<file path="src/rtl/imm_gen_stage.sv">
// imm_gen_stage: decodes the format of a raw RV32 instruction word,
// builds its sign-extended immediate and extracts rd. Results are queued
// in a 2-entry in-order FIFO so the consumer can stall without bubbles.
//
// Ports:
//   clk, rst         clock; asynchronous active-high reset
//   flush            synchronous discard of all buffered entries
//   in_valid/in_ready/in_inst/in_tag                  upstream handshake + payload
//   out_valid/out_ready                               downstream handshake
//   out_imm/out_fmt/out_rd/out_use_rd/out_illegal/out_tag  head entry fields
module imm_gen_stage #(
    parameter int unsigned XLEN  = 32,
    parameter int unsigned TAG_W = 6
) (
    input  logic             clk,
    input  logic             rst,
    input  logic             flush,
    input  logic             in_valid,
    output logic             in_ready,
    input  logic [31:0]      in_inst,
    input  logic [TAG_W-1:0] in_tag,
    output logic             out_valid,
    input  logic             out_ready,
    output logic [XLEN-1:0]  out_imm,
    output logic [2:0]       out_fmt,
    output logic [4:0]       out_rd,
    output logic             out_use_rd,
    output logic             out_illegal,
    output logic [TAG_W-1:0] out_tag
);

    localparam int unsigned DEPTH = 2;

    localparam logic [2:0] FMT_R   = 3'd0;
    localparam logic [2:0] FMT_I   = 3'd1;
    localparam logic [2:0] FMT_S   = 3'd2;
    localparam logic [2:0] FMT_B   = 3'd3;
    localparam logic [2:0] FMT_U   = 3'd4;
    localparam logic [2:0] FMT_J   = 3'd5;
    localparam logic [2:0] FMT_ILL = 3'd7;

    // Only RV32 and RV64 immediate widths are meaningful.
    if (XLEN != 32 && XLEN != 64) begin : g_bad_xlen
        $error("imm_gen_stage: XLEN must be 32 or 64");
    end

    logic [6:0]      opcode;
    logic [2:0]      dec_fmt;
    logic [31:0]     dec_imm32;
    logic [XLEN-1:0] dec_imm;
    logic [4:0]      dec_rd;
    logic            dec_use_rd;
    logic            dec_illegal;

    assign opcode = in_inst[6:0];

    // Format classification and immediate unscrambling (32-bit, sign already in bit 31).
    always_comb begin
        dec_fmt    = FMT_ILL;
        dec_imm32  = '0;
        dec_use_rd = 1'b0;
        case (opcode)
            7'b0110011: begin
                dec_fmt    = FMT_R;
                dec_use_rd = 1'b1;
            end
            7'b0010011, 7'b0000011, 7'b1100111, 7'b1110011: begin
                dec_fmt    = FMT_I;
                dec_imm32  = {{20{in_inst[31]}}, in_inst[31:20]};
                dec_use_rd = 1'b1;
            end
            7'b0100011: begin
                dec_fmt   = FMT_S;
                dec_imm32 = {{20{in_inst[31]}}, in_inst[31:25], in_inst[11:7]};
            end
            7'b1100011: begin
                dec_fmt   = FMT_B;
                dec_imm32 = {{19{in_inst[31]}}, in_inst[31], in_inst[7],
                             in_inst[30:25], in_inst[11:8], 1'b0};
            end
            7'b0110111, 7'b0010111: begin
                dec_fmt    = FMT_U;
                dec_imm32  = {in_inst[31:12], 12'b0};
                dec_use_rd = 1'b1;
            end
            7'b1101111: begin
                dec_fmt    = FMT_J;
                dec_imm32  = {{11{in_inst[31]}}, in_inst[31], in_inst[19:12],
                              in_inst[20], in_inst[30:21], 1'b0};
                dec_use_rd = 1'b1;
            end
            default: begin
                dec_fmt = FMT_ILL;
            end
        endcase
    end

    assign dec_imm     = XLEN'($signed(dec_imm32));
    assign dec_rd      = dec_use_rd ? in_inst[11:7] : 5'd0;
    assign dec_illegal = (dec_fmt == FMT_ILL);

    // FIFO storage and control
    logic [XLEN-1:0]  imm_q    [DEPTH];
    logic [2:0]       fmt_q    [DEPTH];
    logic [4:0]       rd_q     [DEPTH];
    logic             use_rd_q [DEPTH];
    logic             ill_q    [DEPTH];
    logic [TAG_W-1:0] tag_q    [DEPTH];

    logic       wr_ptr;
    logic       rd_ptr;
    logic [1:0] count;
    logic       push;
    logic       pop;

    assign in_ready  = (count != 2'd2);
    assign out_valid = (count != 2'd0);
    // flush wins over both sides of the handshake.
    assign push = in_valid && in_ready && !flush;
    assign pop  = out_valid && out_ready && !flush;

    // Pointer and occupancy tracking.
    always_ff @(posedge clk or posedge rst) begin
        if (rst) begin
            wr_ptr <= 1'b0;
            rd_ptr <= 1'b0;
            count  <= 2'd0;
        end else if (flush) begin
            wr_ptr <= 1'b0;
            rd_ptr <= 1'b0;
            count  <= 2'd0;
        end else begin
            if (push) wr_ptr <= ~wr_ptr;
            if (pop)  rd_ptr <= ~rd_ptr;
            case ({push, pop})
                2'b10:   count <= count + 2'd1;
                2'b01:   count <= count - 2'd1;
                default: count <= count;
            endcase
        end
    end

    // Entry storage; cleared on reset so the head reads zero while empty.
    always_ff @(posedge clk or posedge rst) begin
        if (rst) begin
            for (int i = 0; i < DEPTH; i++) begin
                imm_q[i]    <= '0;
                fmt_q[i]    <= '0;
                rd_q[i]     <= '0;
                use_rd_q[i] <= 1'b0;
                ill_q[i]    <= 1'b0;
                tag_q[i]    <= '0;
            end
        end else if (push) begin
            imm_q[wr_ptr]    <= dec_imm;
            fmt_q[wr_ptr]    <= dec_fmt;
            rd_q[wr_ptr]     <= dec_rd;
            use_rd_q[wr_ptr] <= dec_use_rd;
            ill_q[wr_ptr]    <= dec_illegal;
            tag_q[wr_ptr]    <= in_tag;
        end
    end

    assign out_imm     = imm_q[rd_ptr];
    assign out_fmt     = fmt_q[rd_ptr];
    assign out_rd      = rd_q[rd_ptr];
    assign out_use_rd  = use_rd_q[rd_ptr];
    assign out_illegal = ill_q[rd_ptr];
    assign out_tag     = tag_q[rd_ptr];

endmodule

</file>
<file path="config.mk">
export PLATFORM = sky130hd
export DESIGN_NAME = imm_gen_stage
export DESIGN_NICKNAME = d
export VERILOG_FILES = /design/src/rtl/imm_gen_stage.sv
export SDC_FILE = /design/constraint.sdc
export NUM_CORES = 1
export LEC_CHECK = 0
export ABC_AREA = 1
export CORE_ASPECT_RATIO = 0.7
export CORE_MARGIN = 2
export CORE_UTILIZATION = 40
export DETAILED_ROUTE_END_ITERATION = 12
export GPL_TIMING_DRIVEN = 0
export PLACE_DENSITY = 0.72
export SKIP_CTS_REPAIR_TIMING = 1
export SLEW_MARGIN = 20
export SYNTH_ARGS = -nofsm -noshare
export SYNTH_HDL_FRONTEND = slang
export SYNTH_SLANG_ARGS = --single-unit
</file>
<file path="constraint.sdc">
create_clock -name clk -period 4.05 [get_ports clk]
set_input_delay 1.215 -clock clk [delete_from_list [all_inputs] [get_ports clk]]
set_output_delay 1.215 -clock clk [all_outputs]
set_load 0.05 [all_outputs]
</file>
## After elaboration in Yosys (flattened, before gate mapping)

Index checks and enable logic that the tools add are counted.

- Register bits after elaboration: 100
- Output and inout bits: 50
- Input port bits: 43
- Word-level logic and storage cells: 95

- $lt $le $gt $ge: 3
- Reductions and logical operators: 13
- Bitwise logic cells: 4
- Mux-type cells: 44
- Add/subtract/negate cells: 2
- Eq/ne operators: 14

Operators by type and width:

| kind | number |
|---|---|
| one-hot mux 32 bit (5 select lines) | 1 |
| 2-to-1 mux 32 bit | 4 |
| bitwise mux 64 bit | 1 |
| demux 32 bit (select 1 bit) | 1 |
| equality test 7 bit (second input constant) | 4 |
| 2-to-1 mux 5 bit | 5 |
| 2-to-1 mux 6 bit | 4 |
| equality test 7 x 6 -> 1 bit (second input constant) | 3 |
| one-hot mux 3 bit (6 select lines) | 1 |
| equality test 7 x 5 -> 1 bit (second input constant) | 2 |
| bitwise mux 12 bit | 1 |
| 2-to-1 mux 1 bit | 12 |
| 2-to-1 mux 3 bit | 4 |
| bitwise mux 10 bit | 1 |
| OR reduction 8 bit | 1 |
| equality test 7 x 2 -> 1 bit (second input constant) | 1 |
| bitwise mux 6 bit | 1 |
| demux 6 bit (select 1 bit) | 1 |
| nonzero test 2 bit | 3 |
| demux 5 bit (select 1 bit) | 1 |
| logical AND 1 bit | 5 |
| bitwise mux 2 bit | 2 |
| greater-or-equal comparator 2 bit (second input constant) | 2 |
| NOT 1 -> 2 bit | 2 |
| 16 further kinds | 17 |

## Logic depth before layout (Yosys ltp)

Gate-level depths: netlist (run 1).

- Depth in word-level cells: 6
- Gate-level depth with buffers: 10
- Mapped depth without buffers: 10

## Worst setup path before layout (run 1)

OpenSTA, ideal clock, no wires.

- Kind: register -> output
- Start: register rd_ptr
- End: output port out_tag[3]
- Stages on the path, launching flop included: 3
- Buffers on the path: 1
- Path slack: 1.154 ns
- Data required time: 2.835 ns
- Arrival: 1.681 ns
- Cell sequence: dfrtp_1 > clkbuf_1 > o21ai_0

- Longest elaborated chain between the ends: 4

RTL lines:

| item | RTL line | text |
|---|---|---|
| start: declaration | 111 | `logic rd_ptr;` |
| start signal: assignment | 134 | `if (pop) rd_ptr <= ~rd_ptr;` |
| NOT 1 -> 2 bit (implied by the code) | 169 | `assign out_tag = tag_q[rd_ptr];` |
| 2-to-1 mux 6 bit (implied by the code) (3 in series) | 169 |  |
| end: declaration | 29 | `output logic [TAG_W-1:0] out_tag` |

No other way between the ends. The select of a mux whose other input is x is not followed.

## Worst setup path in the final report (run 1)

- Start: register rd_ptr
- End: output port out_imm[8]

- Longest elaborated chain between the ends: 4

RTL lines:

| item | RTL line | text |
|---|---|---|
| NOT 1 -> 2 bit (implied by the code) | 164 | `assign out_imm = imm_q[rd_ptr];` |
| 2-to-1 mux 32 bit (implied by the code) (3 in series) | 164 |  |
| end: declaration | 24 | `output logic [XLEN-1:0] out_imm,` |

No other way between the ends. The select of a mux whose other input is x is not followed.

==> impl_metrics.py, run 1 <==
metrics = {
    "status": {
        "status": "complete, no violations",
    },
    "global_route": {
        "grt_overflow": 0,
        "grt_max_degree": 58,
        "grt_pass1_vias": 4515,
        "grt_pass1_wl_um": 23410,
        "grt_usage_pct": 21.41,
        "antenna_found_initial": 0,
    },
    "timing": {
        "drv_slew": 0,
        "tightest_slew_ps": 650.5,
        "setup_slack_ps": 129.5,
        "skew_ps": 6.110,
        "setup_violations": 0,
        "final_hold_viol_count": 0,
        "relSlewSlack_pct": 56.63,
        "rsz0062_at_grt": "no",
        "period_share_pct": 96.80,
        "max_freq_mhz": 255.1,
        "final.min_clock_period_ps": 3920,
    },
    "setup_path": {
        "critPathRequiredTime_ps": 2830,
        "start_kind": "flip-flop",
        "rrSetupSlack_ps": 2450,
        "cp_max_fo": 10,
        "worst_setup_path_end_kind": "output pin",
        "setup.worst_path.class": "flip-flop to output pin",
        "cp.arrival_ps": 2710,
    },
    "pwr": {
        "pwr-share-comb_pct": 36.8,
        "power.total_mw": 3.499,
        "switchingPower_mw": 1.372,
        "powerDensity_nw_per_um2": 524.0,
        "leakage_nw": 3.746,
        "seqPwrFrac_pct": 36.1,
        "clock_power_share_pct": 27.1,
        "worst_ir_drop_vdd_uv": 503.2,
        "switching_share_pct": 39.21,
        "intPower_mw": 2.127,
    },
    "yosys": {
        "synth_warnings": 0,
        "synth_area_leaders": "dfrtp_1 48%, nand2_1 30%, nand3_1 4.5%, nand3_2 4.0%, o21ai_0 2.0%",
        "synthesis.nets": 745,
        "synth.largest_area_cell": "dfrtp_1",
        "ys_types": 24,
        "netlist_instances": 702,
        "syn_avg_cell_area_um2": 7.400,
        "synth_top_cell_area_share_pct": 48.17,
        "ys_seq_elements": 100,
        "synth_area_um2": 5195,
        "seq_area_frac_synth_pct": 48.17,
    },
    "routing": {
        "viasPerCell": 4.926,
        "wl_per_cell_um": 14.69,
        "num_vias": 4793,
        "drtIter0Drc": 388,
        "wl_met3_um": 1245,
        "dr_wl_met2_um": 5842,
        "wl_um": 14290,
        "final_antenna_net_count": 0,
        "drtPass1Iterations": 4,
        "drc": 0,
        "topRoutingLayerUsed": "met4",
        "routedLengthMet1_um": 7042,
    },
    "die": {
        "rows": 34,
        "core_um2": 12550,
        "dieArea_um2": 13930,
        "ioPinCount": 93,
        "fp.dieW_um": 140.2,
        "die_h_um": 99.35,
        "start_util_pct": 41.40,
    },
    "placed_design": {
        "port_buffers": 92,
        "dp_hpwl_um": 10180,
        "place_ws_ps": 500.5,
        "place.gp.congestion": 0.8382,
    },
    "finish": {
        "fin_nets": 849,
        "layout_common_cells": "417 x nand2_1, 100 x dfrtp_1, 92 x clkdlybuf4s50_1",
        "layout-drive-gt1-share_pct": 10.73,
        "area_delta_synth_final_pct": 28.54,
        "final_common_cell": "nand2_1",
        "fillCellCount": 1215,
        "antenna-diode-count": 0,
    },
    "clocking": {
        "cts_tree": "done",
        "cts_root_buf": "clkbuf_16",
        "h-tree-depth": 3,
        "numCtsBuffers": 9,
        "clk_pin_slew_ps": 70,
        "clk-insertion-delay-late_ps": 350,
        "clock_sinks": 100,
        "clockBufferDepth": 2,
    },
    "hold_path": {
        "hold_class": "flip-flop to flip-flop",
    },
    "job": {
        "drv_cap": 0,
    },
}
==> metal layers <==
layer	vias to the layer above	track usage [%]
met4	0	5.206
met5	-	0
li1	2364	-
met2	205	31.00
met3	11	4.911
met1	2213	32.50
==> cell usage after synthesis (all sizes together) <==
| cell | number |
|---|---|
| inv | 26 |
| nor2 | 13 |
| nand3 | 69 |
| clkinv | 1 |
| nand4 | 1 |
| xor2 | 2 |
| or2 | 1 |
| dfrtp | 100 |
| o21a | 1 |
| nand3b | 1 |
| buf | 20 |
| nand2 | 429 |
| o21ai | 21 |
| clkbuf | 17 |
==> cell families after synthesis <==
family                 count (synthesis)  synth area share, %
AND/OR/NAND/NOR                      514                43.28
flip-flops                           100                48.17
buffers and inverters                 64                6.045
AO/OA/AOI/OAI                         22                2.168
XOR/XNOR                               2               0.3372
==> power by group through the flow <==
stage / combinational (mW) / clock (mW) / sequential (mW)
global route: 1.38 / 0.990 / 1.29
global placement: 1.27 / 0 / 1.27
finish: 1.29 / 0.948 / 1.26
floorplan: 0.863 / 0 / 1.26
detailed placement: 1.28 / 0 / 1.28
CTS: 1.29 / 0.954 / 1.26
==> registers in the layout (all words and copies together) (netlist names) <==
register and count:
ill_q 2, use_rd_q 2, tag_q 12, count 2, wr_ptr 1, fmt_q 6
imm_q 64, rd_q 10, rd_ptr 1
==> final cells by class <==
| type | instances | area (um2) | share of cell area (%) |
|---|---|---|---|
| clock inverter | 6 | 86.33 | 1.293 |
| sequential | 100 | 2502 | 37.47 |
| tap | 162 | 202.7 | 3.035 |
| timing repair buffer | 93 | 948.4 | 14.20 |
| multi-input combinational | 538 | 2379 | 35.62 |
| inverter | 27 | 106.4 | 1.593 |
| buffer | 37 | 214.0 | 3.204 |
| clock buffer | 10 | 239.0 | 3.579 |
==> through the flow <==
stage	setup TNS (ps)	utilization [%]	instance area [um2]	hold slack, ps	std cells
floorplan	0	-	5195	441.7	702
global placement	-136790	50.35	6319	454.3	956
detailed placement	0	50.61	6351	458.3	957
CTS	0	53.20	6676	476.0	973
global route	0	53.21	6678	498.4	973
finish	0	53.21	6678	471.2	973
==> worst max-delay path, stage by stage (launching register included) <==
cell	delay (ps)
dfrtp_1	360
clkbuf_1	440
clkbuf_1	490
nand2_1	150
nand2_1	110
clkdlybuf4s50_1	800
==> final timing paths <==
| check | start | to | cells past startpoint |
|---|---|---|---|
| worst max-delay path | rd_ptr | out_imm[8] | 5 |
| worst min-delay path | tag_q[0] | tag_q[0] | 2 |
| worst max register to register | count[0] | imm_q[36] | 8 |
| worst min register to register | tag_q[0] | tag_q[0] | 2 |
| max in group asynchronous | rst | imm_q[45] | 3 |
| min in group asynchronous | rst | imm_q[25] | 2 |
No activity file was read; power rests on OpenSTA's default activity.
==> run 2, diff against run 1 <==
SLEW_MARGIN = unset   (was 20)
==> impl_metrics.py, run 2 (synthesis results as in run 1) <==
metrics = {
    "finish": {
        "layout-drive-gt1-share_pct": 10.73,
        "area_delta_synth_final_pct": 28.49,
        "fin_nets": 849,
        "register_area_um2": 2502,
        "largest_reg_flops": 64,
        "final_common_cell": "nand2_1",
        "fillCellCount": 1216,
        "reg_top3": "imm_q (64), tag_q (12), rd_q (10)",
        "regMostFlops": "imm_q",
        "antenna-diode-count": 0,
        "layout_common_cells": "417 x nand2_1, 100 x dfrtp_1, 92 x clkdlybuf4s50_1",
        "multiInputGateArea_um2": 2379,
    },
    "global_route": {
        "grt_usage_pct": 21.41,
        "antenna_found_initial": 0,
        "grt_overflow": 0,
        "grt_max_degree": 58,
        "grt_pass1_vias": 4515,
        "grt_pass1_wl_um": 23410,
    },
    "clocking": {
        "cts_tree": "done",
        "clock_sinks": 100,
        "h-tree-depth": 3,
        "clk_pin_slew_ps": 70,
        "numCtsBuffers": 9,
        "cts_root_buf": "clkbuf_16",
        "clk-insertion-delay-late_ps": 350,
        "clockBufferDepth": 2,
    },
    "routing": {
        "wl_um": 14270,
        "drc": 0,
        "final_antenna_net_count": 0,
        "wl_per_cell_um": 14.67,
        "viasPerCell": 4.929,
        "num_vias": 4796,
        "drtPass1Iterations": 5,
        "drtIter0Drc": 388,
    },
    "setup_path": {
        "r2r_end": "imm_q[36]",
        "reg2reg_depth": 8,
        "start_kind": "flip-flop",
        "cp.arrival_ps": 2700,
        "worst_setup_path_end_kind": "output pin",
        "rrSetupSlack_ps": 2450,
        "reg2reg_from": "count[0]",
        "cp_max_fo": 10,
        "critPathRequiredTime_ps": 2830,
        "setup.worst_path.class": "flip-flop to output pin",
    },
    "hold_path": {
        "holdPathEnd": "tag_q[0]",
        "hold_depth": 2,
        "hold_class": "flip-flop to flip-flop",
        "hp-start": "tag_q[0]",
    },
    "pwr": {
        "leakage_nw": 3.745,
        "seqPwrFrac_pct": 36.2,
        "intPower_mw": 2.127,
        "clock_power_share_pct": 27.0,
        "pwr-share-comb_pct": 36.8,
        "switchingPower_mw": 1.368,
        "switching_share_pct": 39.14,
        "power.total_mw": 3.495,
        "worst_ir_drop_vdd_uv": 503.2,
        "powerDensity_nw_per_um2": 523.5,
    },
    "timing": {
        "setup_slack_ps": 138.2,
        "max_freq_mhz": 255.6,
        "drv_slew": 0,
        "final.min_clock_period_ps": 3912,
        "setup_violations": 0,
        "rsz0062_at_grt": "no",
        "period_share_pct": 96.59,
        "final_hold_viol_count": 0,
        "tightest_slew_ps": 651.7,
        "skew_ps": 4.655,
        "relSlewSlack_pct": 56.55,
    },
    "status": {
        "status": "complete, no violations",
    },
    "placed_design": {
        "place.gp.congestion": 0.8382,
        "dp_hpwl_um": 10180,
        "port_buffers": 92,
        "place_ws_ps": 500.5,
    },
    "die": {
        "fp.dieW_um": 140.2,
        "ioPinCount": 93,
        "start_util_pct": 41.40,
        "core_um2": 12550,
        "die_h_um": 99.35,
        "dieArea_um2": 13930,
        "rows": 34,
    },
    "job": {
        "drv_cap": 0,
    },
}
## run 2: worst max-delay path, cell delays in order, from the launching register on
cell and delay, ps:
dfrtp_1 360, clkbuf_1 440, clkbuf_1 480, nand2_1 150, nand2_1 110, clkdlybuf4s50_1 800
## run 2: through the flow
| stage | TNS, ps | instance area (um2) | std cells | utilization, % | hold WS [ps] |
|---|---|---|---|---|---|
| 5_1_grt | 0 | 6675 | 973 | 53.19 | 498.4 |
| 4_1_cts | 0 | 6674 | 973 | 53.18 | 476.0 |
| 3_5_place_dp | 0 | 6349 | 957 | 50.59 | 458.3 |
| 2_1_floorplan | 0 | 5195 | 702 | - | 441.7 |
| 6_report | 0 | 6675 | 973 | 53.19 | 471.2 |
| 3_3_place_gp | -136790 | 6319 | 956 | 50.35 | 454.3 |
## run 2: area by class of cell
type	instances	area share, %
Sequential cell	100	37.49
Multi-Input combinational cell	538	35.63
Timing Repair Buffer	93	14.21
Clock buffer	10	3.580
Buffer	37	3.205
Tap cell	162	3.037
Inverter	27	1.556
Clock inverter	6	1.293
## run 2: power by group through the flow
stage          clock network, mW  logic (mW)  registers, mW
2_1_floorplan                  0       0.863           1.26
3_5_place_dp                   0        1.28           1.28
6_report                   0.944        1.29           1.26
3_3_place_gp                   0        1.27           1.27
5_1_grt                    0.990        1.38           1.29
4_1_cts                    0.954        1.29           1.26
## run 2: how the worst max path moves through the flow
stage                     startpoint     endpoint  slack [ps]
final                         rd_ptr   out_imm[8]         140
after CTS                     rd_ptr  out_imm[10]         110
after global placement           rst     tag_q[8]       -1380
after global routing          rd_ptr  out_imm[10]          10
after detailed placement      rd_ptr  out_imm[10]         500
after floorplan                  rst     count[0]         220
## run 2: routing by layer
metal  up-vias  track usage, %  part of all wire (%)
met5         -               0                     0
met4         0           5.206                   1.1
met3        11           4.911                   8.9
met2       208           31.00                    41
met1      2213           32.50                    49
li1       2364               -                     -
==> edit, RTL diff (flow settings as in run 2) <==
Make the reset (`rst`) synchronous in 2 clocked blocks. Comments in the files are not updated.
--- a/src/rtl/imm_gen_stage.sv
+++ b/src/rtl/imm_gen_stage.sv
@@ -121,5 +121,5 @@
 
     // Pointer and occupancy tracking.
-    always_ff @(posedge clk or posedge rst) begin
+    always_ff @(posedge clk) begin
         if (rst) begin
             wr_ptr <= 1'b0;
@@ -142,5 +142,5 @@
 
     // Entry storage; cleared on reset so the head reads zero while empty.
-    always_ff @(posedge clk or posedge rst) begin
+    always_ff @(posedge clk) begin
         if (rst) begin
             for (int i = 0; i < DEPTH; i++) begin
Formal check against the unedited RTL: differs if rst is asserted again (counterexample within 4 cycles, from zero or initial values and one cycle with rst high); with rst held inactive, the same outputs for 4 cycles.
==> edit against run 2 <==
- sequential cell count rose by 1
- count of clock-buffer cells in the layout rose by 1
- cell count fell by 24%
- non-clock buffer count fell by 14
- cell area fell by 2.3%
- clock skew rose by 0.0032 ns
- register-to-register slack got worse by 0.88 ns
- wire length fell by 14%
- setup slack improved by 0.31 ns
- area after synthesis fell by 3.3%
- largest cell class unchanged
Power is not compared: it rests on default switching activity, and its combinational part moved more than twofold at a synthesized area within 25%.
==> edit: results (changes against run 2) <==
- Nets: 616 (-27%)
- Critical path arrival: 2.39 ns (-0.31 ns)
- Slew @ Worst Pin: 0.6821 ns (+0.03037 ns)
- Placer Congestion: 0.8655 (+3.3%)
- GRT Total Usage: 19.13% (-2.3 points)
- EDFF count, synth: 96 (+96)
- CTS max path bufs: 2 (unchanged)
- Share of cells above drive strength 1: 18.02% (+7.3 points)
- Detailed Place HPWL: 8.896 mm (-13%)
- First DRT Iteration DRCs: 251 (-35%)
- Static Leak: between 2 and 3 nW
- Slowest cell on the critical path: clkdlybuf4s50_1
- Synth cell types: 26 (+8.3%)
- Largest registers: imm_q x64, tag_q x12, rd_q x10
- Total iterations of the first detailed-routing run: 5 (unchanged)
- H-tree depth: 3 (unchanged)
- Post-synth top cells: edfxtp_1, nor2_1, nand2_1, a21oi_1, mux2_2
- Post-synthesis sequential area ratio: 59.35% (+11 points)
- Post-Route WL: 12.30 mm (-14%)
- Async SR Flop Fraction: 0% (-100 points)
- Max incr delay on CP: 0.71 ns (-0.09 ns)
- Clk slew on worst S/H paths: 0.07 ns (about the same)
- Maximum vdd drop: 0.0002081 V
- Syn Nets: 511 (-31%)
- Clk Latency, worst-skew pair: 0.35 ns (about the same)
- Skew final: 0.007898 ns (+0.003242 ns)
- Main area contributors after synthesis: edfxtp_1, mux2_2, nor2_1, a21oi_1, nand2_1
- Syn Area/Cell: 10.76 µm² (+45%)
- Placed cells: 723 (-24%)
- Num CTS Buffers: 9 (unchanged)
- Outcome: complete, no violations
- Vias per cell: 5.279 (+7.1%)
- Min-delay worst type: reg -> reg
- Max Fanout on Critical Path: 10 (unchanged)
- Clock Root Buffer: clkbuf_16
- Ant diodes: 0 (unchanged)
- Initial antenna violation count: 0 (unchanged)
- First-pass GRT wire length: 19.62 mm (-16%)
- Yosys warns: 0 (unchanged)
- Pre-CTS WS: 0.1994 ns (-0.3011 ns)
- Vias: 3901 (-19%)
- Largest net degree at the start of global routing: 29 (-50%)
- PortBufs: 92 (unchanged)
- Area after DPL: 6195 µm² (-2.4%)
[edit: cell types whose count changed after synthesis, moves of 7 or more]
cell      before  now
dfrtp_1      100    0
edfxtp_1       0   96
nand3_2       21    1
nand2_1      417   56
nand3_1       47   38
a21oi_1        0   54
buf_4          7    0
inv_1         20   32
nor2_1         7   78
o21ai_0       21   10
clkbuf_1      17   10
mux2_2         0   48
[edit: final cells by class]
cell class	count	area, µm²
Fill cell	1078	5817
Sequential cell	101	2983
Multi-Input combinational cell	306	1774
Timing Repair Buffer	94	960.9
Clock buffer	11	242.7
Tap cell	162	202.7
Inverter	38	145.1
Buffer	22	128.9
Clock inverter	5	82.58
[edit: critical path, delay by kind of cell, from the launching register on]
family / cells / cell delay [ns]
DFF: 1 / 0.34
buffers and inverters: 3 / 1.31
muxes: 1 / 0.38
[edit: final timing paths]
kind / cells past startpoint / start / end / slack, ns
worst min register to register: 2 / rd_ptr$_SDFFE_PP0P_ / register / 0.49
worst max-delay path: 4 / register / out_imm[12] / 0.45
worst max register to register: 8 / count[0]$_SDFFE_PP0P_ / imm_q[0][19]$_SDFFCE_PN0P_ / 1.57
worst min-delay path: 2 / rd_ptr$_SDFFE_PP0P_ / register / 0.49
[edit: cells by family (layout without fill, tap and decap cells)]
family,count (synthesis),count (layout),share of synthesized area [%]
simple gates,186,186,16.68
buf+inv,60,170,5.452
mux,48,48,10.75
flops,101,101,59.35
fa+ha+maj,1,1,0.2489
compound gates,71,71,7.518
[edit: layer usage]
| metal | wire length (µm) | track usage, % |
|---|---|---|
| met4 | 236 | 6.201 |
| met3 | 974 | 4.206 |
| met2 | 5552 | 29.36 |
| met1 | 5536 | 27.09 |
| met5 | 0 | 0 |
[edit: power breakdown]
part	internal [mW]	total, mW	switching (mW)
Combinational	0.122	0.334	0.212
Clock	0.561	0.935	0.374
Sequential	1.18	1.19	0.0101
